===== src/rtl/intc_pkg.sv =====
// Shared types and defaults for the prioritised interrupt front-end.
package intc_pkg;

    localparam int unsigned NUM_IRQ_DEFAULT = 8;

    typedef enum logic [1:0] {
        ST_IDLE    = 2'd0,
        ST_REQ     = 2'd1,
        ST_SERVICE = 2'd2
    } state_t;

endpackage


===== src/rtl/intc_if.sv =====
// Device/core-facing signal bundle of the interrupt controller.
interface intc_if #(
    parameter int unsigned NUM_IRQ = intc_pkg::NUM_IRQ_DEFAULT
);
    localparam int unsigned ID_W = (NUM_IRQ > 1) ? $clog2(NUM_IRQ) : 1;

    logic [NUM_IRQ-1:0] irq_in;
    logic               nmi_in;
    logic               mask_wr;
    logic [NUM_IRQ-1:0] mask_data;
    logic               CPU_busy;
    logic               int_ack;
    logic               int_eoi;
    logic               NON_maskable_interrupt;
    logic               interrupt_r;
    logic [ID_W-1:0]    int_id;
    logic [NUM_IRQ-1:0] mask_q;
    logic [NUM_IRQ-1:0] pending;

    // Devices and core side
    modport master (
        output irq_in, nmi_in, mask_wr, mask_data, CPU_busy, int_ack, int_eoi,
        input  NON_maskable_interrupt, interrupt_r, int_id, mask_q, pending
    );

    // Controller side
    modport slave (
        input  irq_in, nmi_in, mask_wr, mask_data, CPU_busy, int_ack, int_eoi,
        output NON_maskable_interrupt, interrupt_r, int_id, mask_q, pending
    );
endinterface


===== src/rtl/intc_prio_enc.sv =====
// Combinational priority encoder: lowest set index wins.
module intc_prio_enc #(
    parameter int unsigned NUM_IRQ = intc_pkg::NUM_IRQ_DEFAULT,
    parameter int unsigned ID_W    = (NUM_IRQ > 1) ? $clog2(NUM_IRQ) : 1
) (
    input  logic [NUM_IRQ-1:0] req,
    output logic               valid,
    output logic [ID_W-1:0]    idx
);
    // Scan downward so the lowest set bit is the last one written
    always_comb begin
        valid = 1'b0;
        idx   = '0;
        for (int i = int'(NUM_IRQ) - 1; i >= 0; i--) begin
            if (req[i]) begin
                valid = 1'b1;
                idx   = ID_W'(i);
            end
        end
    end
endmodule


===== src/rtl/interrupt_controller.sv =====
// Edge-capturing, masked, lowest-index-first interrupt front-end with an
// independent NMI latch and ack / end-of-interrupt handshake.
module interrupt_controller
    import intc_pkg::*;
#(
    parameter int unsigned NUM_IRQ = NUM_IRQ_DEFAULT
) (
    input logic   clock,
    input logic   reset,
    intc_if.slave bus
);
    localparam int unsigned ID_W = (NUM_IRQ > 1) ? $clog2(NUM_IRQ) : 1;

    state_t             state, state_next;
    logic [NUM_IRQ-1:0] irq_prev, pending_q, pending_next, mask_reg, clr, candidates;
    logic [ID_W-1:0]    id_q, id_next, win_idx;
    logic               win_valid, nmi_prev, nmi_q, req_q;

    assign candidates = pending_q & mask_reg;

    intc_prio_enc #(.NUM_IRQ(NUM_IRQ), .ID_W(ID_W)) u_prio_enc (
        .req   (candidates),
        .valid (win_valid),
        .idx   (win_idx)
    );

    always_ff @(posedge clock or posedge reset) begin
        if (reset) state <= ST_IDLE;
        else       state <= state_next;
    end

    // Maskable path; an ack while the NMI latch is set belongs to the NMI
    always_comb begin
        state_next = state;
        id_next    = id_q;
        clr        = '0;
        unique case (state)
            ST_IDLE: begin
                if (win_valid && !bus.CPU_busy) begin
                    state_next = ST_REQ;
                    id_next    = win_idx;
                end
            end
            ST_REQ: begin
                if (bus.int_ack && !nmi_q) begin
                    state_next = ST_SERVICE;
                    clr        = NUM_IRQ'(1) << id_q;
                end
            end
            ST_SERVICE: begin
                if (bus.int_eoi) state_next = ST_IDLE;
            end
            default: state_next = ST_IDLE;
        endcase
    end

    // A new edge outranks a same-cycle clear of the same bit
    assign pending_next = (pending_q & ~clr) | (bus.irq_in & ~irq_prev);

    always_ff @(posedge clock or posedge reset) begin
        if (reset) begin
            irq_prev  <= '0;
            pending_q <= '0;
            mask_reg  <= '0;
            id_q      <= '0;
            req_q     <= 1'b0;
            nmi_prev  <= 1'b0;
            nmi_q     <= 1'b0;
        end else begin
            irq_prev  <= bus.irq_in;
            pending_q <= pending_next;
            if (bus.mask_wr) mask_reg <= bus.mask_data;
            id_q      <= id_next;
            req_q     <= (state_next == ST_REQ);
            nmi_prev  <= bus.nmi_in;
            if (bus.nmi_in && !nmi_prev) nmi_q <= 1'b1;
            else if (bus.int_ack)        nmi_q <= 1'b0;
        end
    end

    assign bus.NON_maskable_interrupt = nmi_q;
    assign bus.interrupt_r            = req_q;
    assign bus.int_id                 = id_q;
    assign bus.mask_q                 = mask_reg;
    assign bus.pending                = pending_q;

endmodule


===== src/flat_wrapper.sv =====
// flat-port wrapper written by rule: the top's interface ports become plain ports
module interrupt_controller_flat import intc_pkg::*;
#(
    parameter int unsigned NUM_IRQ = NUM_IRQ_DEFAULT
)
  (clock, reset, bus_irq_in, bus_nmi_in, bus_mask_wr, bus_mask_data, bus_CPU_busy, bus_int_ack, bus_int_eoi, bus_NON_maskable_interrupt, bus_interrupt_r, bus_int_id, bus_mask_q, bus_pending);
  intc_if #(.NUM_IRQ(NUM_IRQ)) bus_i ();
  input logic clock;
  input logic reset;
  input wire logic [$bits(bus_i.irq_in)-1:0] bus_irq_in;
  input wire logic [$bits(bus_i.nmi_in)-1:0] bus_nmi_in;
  input wire logic [$bits(bus_i.mask_wr)-1:0] bus_mask_wr;
  input wire logic [$bits(bus_i.mask_data)-1:0] bus_mask_data;
  input wire logic [$bits(bus_i.CPU_busy)-1:0] bus_CPU_busy;
  input wire logic [$bits(bus_i.int_ack)-1:0] bus_int_ack;
  input wire logic [$bits(bus_i.int_eoi)-1:0] bus_int_eoi;
  output wire logic [$bits(bus_i.NON_maskable_interrupt)-1:0] bus_NON_maskable_interrupt;
  output wire logic [$bits(bus_i.interrupt_r)-1:0] bus_interrupt_r;
  output wire logic [$bits(bus_i.int_id)-1:0] bus_int_id;
  output wire logic [$bits(bus_i.mask_q)-1:0] bus_mask_q;
  output wire logic [$bits(bus_i.pending)-1:0] bus_pending;
  assign bus_i.irq_in = bus_irq_in;
  assign bus_i.nmi_in = bus_nmi_in;
  assign bus_i.mask_wr = bus_mask_wr;
  assign bus_i.mask_data = bus_mask_data;
  assign bus_i.CPU_busy = bus_CPU_busy;
  assign bus_i.int_ack = bus_int_ack;
  assign bus_i.int_eoi = bus_int_eoi;
  assign bus_NON_maskable_interrupt = bus_i.NON_maskable_interrupt;
  assign bus_interrupt_r = bus_i.interrupt_r;
  assign bus_int_id = bus_i.int_id;
  assign bus_mask_q = bus_i.mask_q;
  assign bus_pending = bus_i.pending;
  interrupt_controller #(.NUM_IRQ(NUM_IRQ)) u_core (.clock(clock), .reset(reset), .bus(bus_i));
endmodule

===== config.mk =====
export PLATFORM = sky130hd
export DESIGN_NAME = interrupt_controller_flat
export DESIGN_NICKNAME = d
export VERILOG_FILES = /design/src/rtl/intc_pkg.sv /design/src/rtl/intc_if.sv /design/src/rtl/intc_prio_enc.sv /design/src/rtl/interrupt_controller.sv /design/src/flat_wrapper.sv
export SDC_FILE = /design/constraint.sdc
export NUM_CORES = 1
export LEC_CHECK = 0
export CORE_AREA = 2 2 51 53
export DETAILED_ROUTE_END_ITERATION = 6
export DIE_AREA = 0 0 53 55
export DONT_BUFFER_PORTS = 1
export HOLD_SLACK_MARGIN = 0.05
export MAX_ROUTING_LAYER = met4
export PLACE_DENSITY_LB_ADDON = 0.3
export SYNTH_ARGS = -nofsm -noshare
export SYNTH_HDL_FRONTEND = slang
export SYNTH_SLANG_ARGS = --single-unit
export TNS_END_PERCENT = 30

===== constraint.sdc =====
create_clock -name clock -period 3.9 [get_ports clock]
set_clock_uncertainty 0.2 [all_clocks]
set_input_delay 1.17 -clock clock [delete_from_list [all_inputs] [get_ports clock]]
set_output_delay 1.17 -clock clock [all_outputs]
set_load 0.02 [all_outputs]

==> summary.md, run 1 <==
| Metric | Value |
|---|---|
| Postcts setup bufs | `0` |
| Total net switching power | `0.308 mW` |
| Share of post-route cells with drive strength above 1 | `20.7%` |
| CTS tree | `built` |
| Fin. Hold Viols | `0` |
| Yosys cell types | `23` |
| Post-synthesis cell count | `~100` |
| PostCTS Resize Cnt | `0` |
| Wire per inst | `17.2 µm` |
| Final period utilization | `58.7%` |
| Fill count | `approximately 200` |
| Hold Crit Start | `u_core.irq_prev[6]` |
| Vias post-DR | `812` |
| Reg2reg start | `u_core.bus.pending[5]` |
| Reg2reg setup slack | `2.17 ns` |
| Worst-path clk slew | `0.09 ns` |
| Static leakage | `around 0.6 nW` |
| Post-synth top area cell | `dfrtp_1` |
| Clock Tree Buf Depth | `2` |
| Worst path required time | `2.53 ns` |
| Worst Hold Endpoint | `u_core.bus.pending[6]` |
| Total Wirelength | `approximately 2.4 mm` |
| Worst setup SP type | `register` |
| Largest net degree at the start of global routing | `33` |
| Cells after DPL | `134` |
| Nets | `134` |
| Seq cells post-synth | `32` |
| CTS H-tree depth | `2` |
| Starting DRC count in detailed routing | `12` |
| Number of CTS-inserted buffers | `5` |
| Comb power frac | `15.9%` |
| Top-area cell type share of the netlist area | `63.4%` |
| Final Non-Filler Cells | `141` |
| VDD IR max | `0.423 mV` |
| Hold depth | `1` |
| Synthesized area | `0.00126 mm²` |
| Clock Latency Late Sink | `0.33 ns` |
| Slew @ Worst Pin | `0.386 ns` |
| Area Overhead vs Synth | `8.32%` |
| Switching Fraction | `a little over a third` |
| Synth warnings | `0` |
| Die Y | `55 µm` |
| GPL Wtd Cong | `0.846` |
| IO Pins | `between 40 and 50` |
| Port Buffer Count | `0` |
| Tot Pwr | `0.869 mW` |
| Synth Area per Inst | `12.2 µm²` |
| Critical path type | `reg -> out` |
| Max Fanout on Critical Path | `7` |
| FF-to-FF End | `u_core.bus.int_id[0]` |
| Top post-synthesis cells by area | `dfrtp_1 (63%), mux2_2 (7.1%), inv_1 (4.2%)` |
| Clock root buffer | `clkbuf_4` |
| Fin worst setup slack | `about 1.6 ns` |
| Sequential share of power | `60.1%` |
| Die width | `53 µm` |
| Cts hold-fix bufs | `0` |
| Clk pwr share | `24.0%` |
| Initial Util | `53.4%` |
| Initial antenna violation count | `0` |
| Slew headroom | `74.3%` |
| Grt total ovfl | `0` |
| Worst r2r path cells | `4` |
| Status | `completed` |
| Pwr Density | `635 mW/mm²` |
| Sequential fraction of the synthesis area | `63.4%` |
| Total of max-cap violations | `0` |
| Overall fraction of global-route tracks in use | `around a fifth` |
| Pre-antenna DRT Iters | `4` |
| Worst slack at placement | `1.67 ns` |
| Worst hold path class | `reg -> reg` |
| DRC viols | `0` |
| RSZ-0062 raised after global routing | `false` |
| Core box area | `0.00236 mm²` |
| Final TNS setup | `0 ns` |
| FP Rows | `18` |
| Vias in the first global route | `798` |
| WP data arrival | `0.92 ns` |
| Max Slew Vio Count | `0` |
| Finish-stage setup viols | `0` |
| Synthesized Nets | `roughly 130` |
| CTS sink count | `32` |
| First-pass GRT wire length | `3.75 mm` |
| Routed Antenna Nets | `0` |
| Period minus WS final | `2.29 ns` |
| Int Pwr | `approximately 0.56 mW` |
| Setup crit end kind | `output pin` |
| F_max | `437 MHz` |
| Antenna Cells | `0` |
| DP HPWL | `between 1.5 and 2 mm` |
| Total Die Area | `0.00292 mm²` |
| Vias per cell | `5.76` |
[cells in the mapped netlist]
library cell	n
inv_1	14
a211o_1	1
a31o_2	1
nand2_1	8
o22ai_1	2
a32oi_1	2
a22oi_2	2
a21oi_1	4
mux2_4	1
o21ai_2	1
and2_1	1
and4bb_1	1
nor3_2	1
a22oi_1	2
dfrtp_1	32
a221o_1	1
nand2_2	1
o31ai_1	2
mux2_2	8
nand2b_1	3
o21ai_1	5
o21ai_0	10
buf_2	1
[sequential cells by signal, summed over array words and instances, names as in the netlist]
| register | cells |
|---|---|
| u_core.bus.int_id | 3 |
| u_core.bus.mask_q | 8 |
| u_core.bus.NON_maskable_interrupt | 1 |
| u_core.bus.interrupt_r | 1 |
| u_core.state | 2 |
| u_core.bus.pending | 8 |
| u_core.irq_prev | 8 |
| u_core.nmi_prev | 1 |
[layout by cell type (no fill, tap or decap)]
cell type and instances:
a22oi_2 2, clkbuf_4 5, mux2_2 8, a31o_2 1, nand2_2 1, inv_1 14, nor3_2 1, a22oi_1 2
a221o_1 1, nand2b_1 3, o31ai_1 2, and4bb_1 1, and2_1 1, o22ai_1 2, buf_4 1, a21oi_1 4
mux2_4 1, nand2_1 8, o21ai_0 10, o21ai_2 1, clkbuf_8 2, o21ai_1 5, a211o_1 1, dfrtp_1 32
a32oi_1 2
[power groups by stage]
stage | sequential, mW | combinational, mW | clock, mW
2_1_floorplan | 0.504 | 0.118 | 0
3_3_place_gp | 0.528 | 0.133 | 0
3_5_place_dp | 0.530 | 0.139 | 0
4_1_cts | 0.523 | 0.140 | 0.212
5_1_grt | 0.533 | 0.160 | 0.229
6_report | 0.522 | 0.138 | 0.209
[final cells by class]
type	count	area, µm²	share of cell area [%]
Tap cell	30	37.5	2.74
Timing Repair Buffer	1	7.51	0.548
Sequential cell	32	801	58.5
Inverter	14	52.6	3.84
Clock buffer	7	65.1	4.75
Multi-Input combinational cell	57	405	29.6
[worst max-delay path by stage]
stage | startpoint | endpoint | slack [ns] | cells after the start
CTS | u_core.bus.int_id[0] | bus_int_id[0] | 1.60 | 0
global placement | bus_int_ack | u_core.bus.pending[5] | 1.72 | 4
floorplan | bus_CPU_busy | u_core.bus.int_id[0] | 1.77 | 3
finish | u_core.bus.int_id[0] | bus_int_id[0] | 1.61 | 0
global route | u_core.bus.int_id[0] | bus_int_id[0] | 1.55 | 0
detailed placement | bus_int_ack | u_core.bus.pending[4] | 1.67 | 4
[metal layers]
metal,track usage (%),part of all wire (%),wire (µm),vias up
met1,22.8,39,952,396
met5,-,0,0,-
met3,11.6,10,249,6
li1,-,-,-,376
met2,30.0,48,1180,34
met4,10.7,2.0,49,0
[through the flow]
stage          util (%)  hold WS, ns  cell area (µm²)
3_3_place_gp       55.1        0.198             1300
3_5_place_dp       55.1        0.197             1300
4_1_cts            57.9        0.209             1370
2_1_floorplan         -        0.192             1260
6_report           57.9        0.207             1370
5_1_grt            57.9        0.223             1370
[cells by family (layout without fill, tap and decap cells)]
group,after synthesis,count (layout),share of synthesized area [%]
AND/OR/NAND/NOR,15,15,6.63
AO/OA/AOI/OAI,33,33,17.1
flip-flops,32,32,63.4
multiplexers,9,9,8.32
buffers and inverters,15,22,4.55
No activity file was read; power rests on OpenSTA's default activity.
==> run 2: changes to the inputs <==
==> constraint.sdc (replaced) <==
create_clock -name clock -period 2.3 [get_ports clock]
set_clock_uncertainty 0.2 [all_clocks]
set_input_delay 0.69 -clock clock [delete_from_list [all_inputs] [get_ports clock]]
set_output_delay 0.69 -clock clock [all_outputs]
set_load 0.02 [all_outputs]
==> run 2 against run 1 <==
Register-to-register slack lost 1.6 ns. Sequential cell count did not move. Final area down 0.46%. Hold slack worse by 0.088 ns. Sequential power increased by 70%. Sequential share of layout area increased by 0.27 points. Count of clock-buffer cells in the layout rose by 1. Utilization fell by 0.26 points. Die area unchanged. Non-clock buffer count is the same. Critical path depth unchanged.
==> summary.md, run 2 (same netlist as run 1, synthesis figures left out) <==
| Metric | Value |
|---|---|
| Initial Util | `around 53%` |
| Worst path required time | `1.41 ns` |
| Overall fraction of global-route tracks in use | `20.2%` |
| Total of max-cap violations | `0` |
| Total net switching power | `0.518 mW` |
| Max Slew Vio Count | `0` |
| Critical path type | `reg -> out` |
| Antenna Cells | `0` |
| Fin. Hold Viols | `0` |
| Sequential share of power | `between 60% and 70%` |
| Most frequent cells in the layout | `dfrtp_1 (32), inv_1 (14), o21ai_0 (10)` |
| Final period utilization | `78.8%` |
| Comb power frac | `between 10% and 20%` |
| Tot Pwr | `1.45 mW` |
| Largest net degree at the start of global routing | `33` |
| VDD IR max | `between 0.6 and 0.7 mV` |
| DP HPWL | `1.81 mm` |
| Pwr Density | `roughly 1100 mW/mm²` |
| Worst-path clk slew | `~0.090 ns` |
| F_max | `552 MHz` |
| Clock Latency Late Sink | `0.32 ns` |
| DRC viols | `0` |
| Number of CTS-inserted buffers | `5` |
| Slew headroom | `73.0%` |
| Cells after DPL | `134` |
| Worst hold path class | `in -> async` |
| RSZ-0062 raised after global routing | `false` |
| Worst slack at placement | `0.550 ns` |
| Wire per inst | `roughly 17 µm` |
| Reg2reg start | `u_core.bus.mask_q[2]` |
| FP Rows | `18` |
| Total Die Area | `0.00292 mm²` |
| Area Overhead vs Synth | `7.82%` |
| Worst Hold Slack | `0.119 ns` |
| Final TNS setup | `0 ns` |
| Final Non-Filler Cells | `142` |
| First-pass GRT wire length | `3.77 mm` |
| Int Pwr | `0.928 mW` |
| Vias post-DR | `831` |
| WP data arrival | `0.92 ns` |
| Switching Fraction | `35.8%` |
| Die Y | `between 50 and 60 µm` |
| IO Pins | `44` |
| Vias in the first global route | `around 830` |
| Grt total ovfl | `0` |
| Routed Antenna Nets | `0` |
| Clock root buffer | `clkbuf_4` |
| Worst r2r path cells | `4` |
| Status | `completed` |
| Worst setup SP type | `register` |
| Slew @ Worst Pin | `roughly 0.40 ns` |
| Finish-stage setup viols | `0` |
| CTS H-tree depth | `2` |
| Setup crit end kind | `output pin` |
| Nets | `134` |
| Final core occ | `57.6%` |
| Max Fanout on Critical Path | `7` |
| GPL Wtd Cong | `around 0.77` |
| Cts hold-fix bufs | `0` |
| Final Instance Area | `about 0.0014 mm²` |
| Postcts setup bufs | `0` |
| PostCTS Resize Cnt | `0` |
| Static leakage | `0.599 nW` |
| Clock Tree Buf Depth | `2` |
| Fin worst setup slack | `0.487 ns` |
| Initial antenna violation count | `0` |
| Total Wirelength | `2.41 mm` |
| CTS sink count | `32` |
| DP Area | `about 0.0013 mm²` |
| Period minus WS final | `1.81 ns` |
| Clk pwr share | `22.4%` |
| Pre-antenna DRT Iters | `4` |
| Die width | `53 µm` |
| CTS tree | `built` |
| Core box area | `0.00236 mm²` |
| Reg2reg setup slack | `0.56 ns` |
| Commonest non-fill, non-tap cell in the layout | `dfrtp_1` |
| Vias per cell | `between 5 and 6` |
| Port Buffer Count | `0` |
| Starting DRC count in detailed routing | `7` |
| FF-to-FF End | `u_core.bus.int_id[0]` |
| Share of post-route cells with drive strength above 1 | `19.6%` |
## run 2: cell types whose count changed in the layout (fill, tap and decap cells not counted)
cell and delta:
clkbuf_1 +2, clkbuf_8 -1
## run 2: cell type report
| class | instances | area (µm²) |
|---|---|---|
| Tap cell | 30 | 37.5 |
| Clock buffer | 8 | 58.8 |
| Fill cell | 204 | 1000 |
| Sequential cell | 32 | 801 |
| Multi-Input combinational cell | 57 | 405 |
| Inverter | 14 | 52.6 |
| Timing Repair Buffer | 1 | 7.51 |
## run 2: worst max path at each step
stage | from | end | slack [ns] | cells after the start
finish | u_core.bus.int_id[0] | bus_int_id[0] | 0.49 | 0
global route | u_core.bus.int_id[0] | bus_int_id[0] | 0.43 | 0
CTS | u_core.bus.int_id[0] | bus_int_id[0] | 0.47 | 0
detailed placement | bus_int_ack | u_core.bus.pending[5] | 0.55 | 4
global placement | bus_int_ack | u_core.bus.pending[5] | 0.60 | 4
floorplan | bus_CPU_busy | u_core.bus.int_id[0] | 0.65 | 3
## run 2: power groups by stage
stage	sequential [mW]	clock [mW]	combinational [mW]
6_report	0.886	0.323	0.236
5_1_grt	0.902	0.364	0.270
4_1_cts	0.888	0.338	0.237
3_5_place_dp	0.898	0	0.235
3_3_place_gp	0.894	0	0.225
2_1_floorplan	0.854	0	0.199
## run 2: metal layers
metal  up-vias  routed length [µm]  global-route usage [%]
met1       409                1000                    22.8
met5         -                   0                       -
li1        381                   -                       -
met4         0                  41                    10.3
met2        34                1190                    31.3
met3         7                 173                    8.33
==> run 3: changes to the inputs <==
--- a/config.mk
+++ b/config.mk
@@ -5,9 +5,9 @@
 export SDC_FILE = /design/constraint.sdc
 export NUM_CORES = 1
 export LEC_CHECK = 0
-export CORE_AREA = 2 2 51 53
+export CORE_AREA = 2 2 52 54
 export DETAILED_ROUTE_END_ITERATION = 6
-export DIE_AREA = 0 0 53 55
+export DIE_AREA = 0 0 54 56
 export DONT_BUFFER_PORTS = 1
 export HOLD_SLACK_MARGIN = 0.05
 export MAX_ROUTING_LAYER = met4
==> constraint.sdc (replaced) <==
create_clock -name clock -period 1.5 [get_ports clock]
set_clock_uncertainty 0.2 [all_clocks]
set_input_delay 0.45 -clock clock [delete_from_list [all_inputs] [get_ports clock]]
set_output_delay 0.45 -clock clock [all_outputs]
set_load 0.02 [all_outputs]
==> run 3 against run 2 <==
The run now ends with negative setup slack left. Cell count is 37% higher. Routed wire length is 54% higher. Global-route usage is 4.1 points higher. Critical endpoint is now u_core.bus.int_id[0]. Largest power group unchanged.
==> summary.md, run 3 (same netlist as run 1, synthesis figures left out) <==
| Metric | Value |
|---|---|
| Status | `finished with violations` |
| Failing checks | `negative setup slack` |
| First-pass GRT wire length | `4.89 mm` |
| Slowest cell on the critical path | `dfrtp_2` |
| Worst-path clk slew | `between 0.1 and 0.15 ns` |
| Final core occ | `approximately 80%` |
| Fin worst setup slack | `-0.234 ns` |
| Antenna Cells | `0` |
| Slew @ Worst Pin | `around 0.4 ns` |
| Number of CTS-inserted buffers | `5` |
| Wire per inst | `19.1 µm` |
| Setup crit end kind | `register` |
| Slew headroom | `between 70 and 80%` |
| Share of post-route cells with drive strength above 1 | `42.1%` |
| Max Fanout on Critical Path | `2` |
| DRC viols | `0` |
| Hold depth | `1` |
| Worst hold path class | `in -> reg` |
| Nets | `186` |
| F_max | `between 500 and 600 MHz` |
| Initial Util | `52.0%` |
| Grt total ovfl | `0` |
| GPL Wtd Cong | `0.946` |
| Total Wirelength | `between 3 and 4 mm` |
| Fin. Hold Viols | `0` |
| Vias post-DR | `around 1100` |
| Die width | `roughly 54 µm` |
| VDD IR max | `1.18 mV` |
| Initial antenna violation count | `0` |
| Kind of cell adding the most delay to the critical path | `flip-flops` |
| Worst path required time | `between 1.5 and 2 ns` |
| Area Overhead vs Synth | `54.7%` |
| Die Y | `around 56 µm` |
| CTS H-tree depth | `2` |
| Worst Hold Endpoint | `u_core.bus.mask_q[5]` |
| Core box area | `about 0.0024 mm²` |
| Commonest non-fill, non-tap cell in the layout | `dfrtp_1` |
| Critical path type | `reg -> reg` |
| Total Die Area | `0.00302 mm²` |
| Largest net degree at the start of global routing | `33` |
| Total of max-cap violations | `0` |
| Period minus WS final | `1.73 ns` |
| Vias per cell | `approximately 5.5` |
| Routed Antenna Nets | `0` |
| DP Area | `0.00150 mm²` |
| Overall fraction of global-route tracks in use | `24.3%` |
| CTS tree | `built` |
| Worst Hold Slack | `a little under 0.06 ns` |
| Starting DRC count in detailed routing | `38` |
| Static leakage | `~0.87 nW` |
| Vias in the first global route | `1098` |
| Clock Tree Buf Depth | `2` |
| Final Instance Area | `0.00195 mm²` |
| Critical path's largest stage delay | `0.42 ns` |
| Reg2reg start | `u_core.bus.pending[6]` |
| Max Slew Vio Count | `0` |
| FF-to-FF End | `u_core.bus.int_id[0]` |
| Most frequent cells in the layout | `dfrtp_1 (24), dlygate4sd3_1 (21), buf_6 (21)` |
| WP data arrival | `1.76 ns` |
| Hold Crit Start | `bus_mask_wr` |
| Reg2reg setup slack | `-0.23 ns` |
| Fill count | `127` |
| Clock Latency Late Sink | `roughly 0.36 ns` |
| DP HPWL | `between 2 and 2.5 mm` |
| Final period utilization | `116%` |
| Pwr Density | `1480 mW/mm²` |
| Worst setup SP type | `register` |
| Worst path cell trace | `buf_4 > a22oi_2 > nand2_2 > o21ai_4 > mux2_4` |
| CTS sink count | `32` |
| FP Rows | `18` |
| CP bufs+invs | `1` |
| Port Buffer Count | `0` |
| Pre-antenna DRT Iters | `4` |
| RSZ-0062 raised after global routing | `true` |
| IO Pins | `44` |
| Clock root buffer | `clkbuf_4` |
| Worst r2r path cells | `5` |
| Finish-stage setup viols | `28` |
==> run 3: cell types whose count changed in the layout (fill, tap and decap cells not counted), moves of 2 or more <==
cell / change
buf_4: +10
nand2_1: -2
nand2_2: +2
buf_6: +21
dfrtp_1: -8
o21ai_1: +8
o21ai_0: -8
dfrtp_2: +8
dlygate4sd3_1: +21
==> run 3: metal layers <==
metal	global-route usage (%)	routed length (µm)	up-vias
met2	35.0	1900	57
met3	15.1	306	7
met5	-	0	-
met4	9.29	48	0
met1	27.0	1460	526
li1	-	-	485
==> run 3: per-stage QoR <==
step,instances,TNS (ns),setup WS (ns),power (mW)
2_1_floorplan,104,-0.0681,-0.0681,1.62
3_3_place_gp,158,0,0.00521,1.90
3_5_place_dp,158,-0.115,-0.0795,1.93
4_1_cts,182,-1.85,-0.177,2.71
5_1_grt,194,-3.52,-0.272,3.03
6_report,194,-2.48,-0.234,2.90
==> run 3: worst register-to-register path, stage by stage, from the launching register on <==
cell,delay [ns]
dfrtp_2,0.42
buf_4,0.14
a22oi_2,0.21
nand2_2,0.14
o21ai_4,0.20
mux2_4,0.31
==> run 3: what timing repair did <==
item                                    in CTS  in global routing
pin swaps                                    3                  3
endpoints found under the setup margin      23                 31
hold buffers                                13                  8
setup buffers                                3                  4
gates cloned                                 0                  0
hold endpoints to repair                    51                  7
resized for setup                           22                 18
==> run 3: cell type report <==
| class | count | area (µm²) | area share (%) |
|---|---|---|---|
| clock buffers | 6 | 41.3 | 2.11 |
| clock inverters | 2 | 35.0 | 1.79 |
| inverters | 14 | 52.6 | 2.69 |
| multi-input cells | 57 | 448 | 22.9 |
| flip-flops and latches | 32 | 811 | 41.5 |
| well taps | 30 | 37.5 | 1.92 |
| repair buffers | 53 | 529 | 27.1 |
==> run 3: worst max path at each step <==
stage,startpoint,to,depth (start not counted),slack [ns]
floorplan,u_core.bus.pending[5],u_core.bus.int_id[0],4,-0.07
global placement,u_core.bus.pending[5],u_core.bus.int_id[0],4,0.005
detailed placement,u_core.bus.pending[5],u_core.bus.int_id[0],4,-0.08
CTS,u_core.bus.mask_q[2],bus_mask_q[2],2,-0.18
global route,u_core.bus.pending[6],u_core.bus.int_id[0],5,-0.27
finish,u_core.bus.pending[6],u_core.bus.int_id[0],5,-0.23
==> run 3: power by group <==
part	switching [mW]	total (mW)	leakage, nW	internal, mW
clock network	0.316	0.665	0.0422	0.349
registers	0.255	1.28	0.350	1.02
logic	0.463	0.955	0.479	0.492
total	1.03	2.90	0.871	1.86
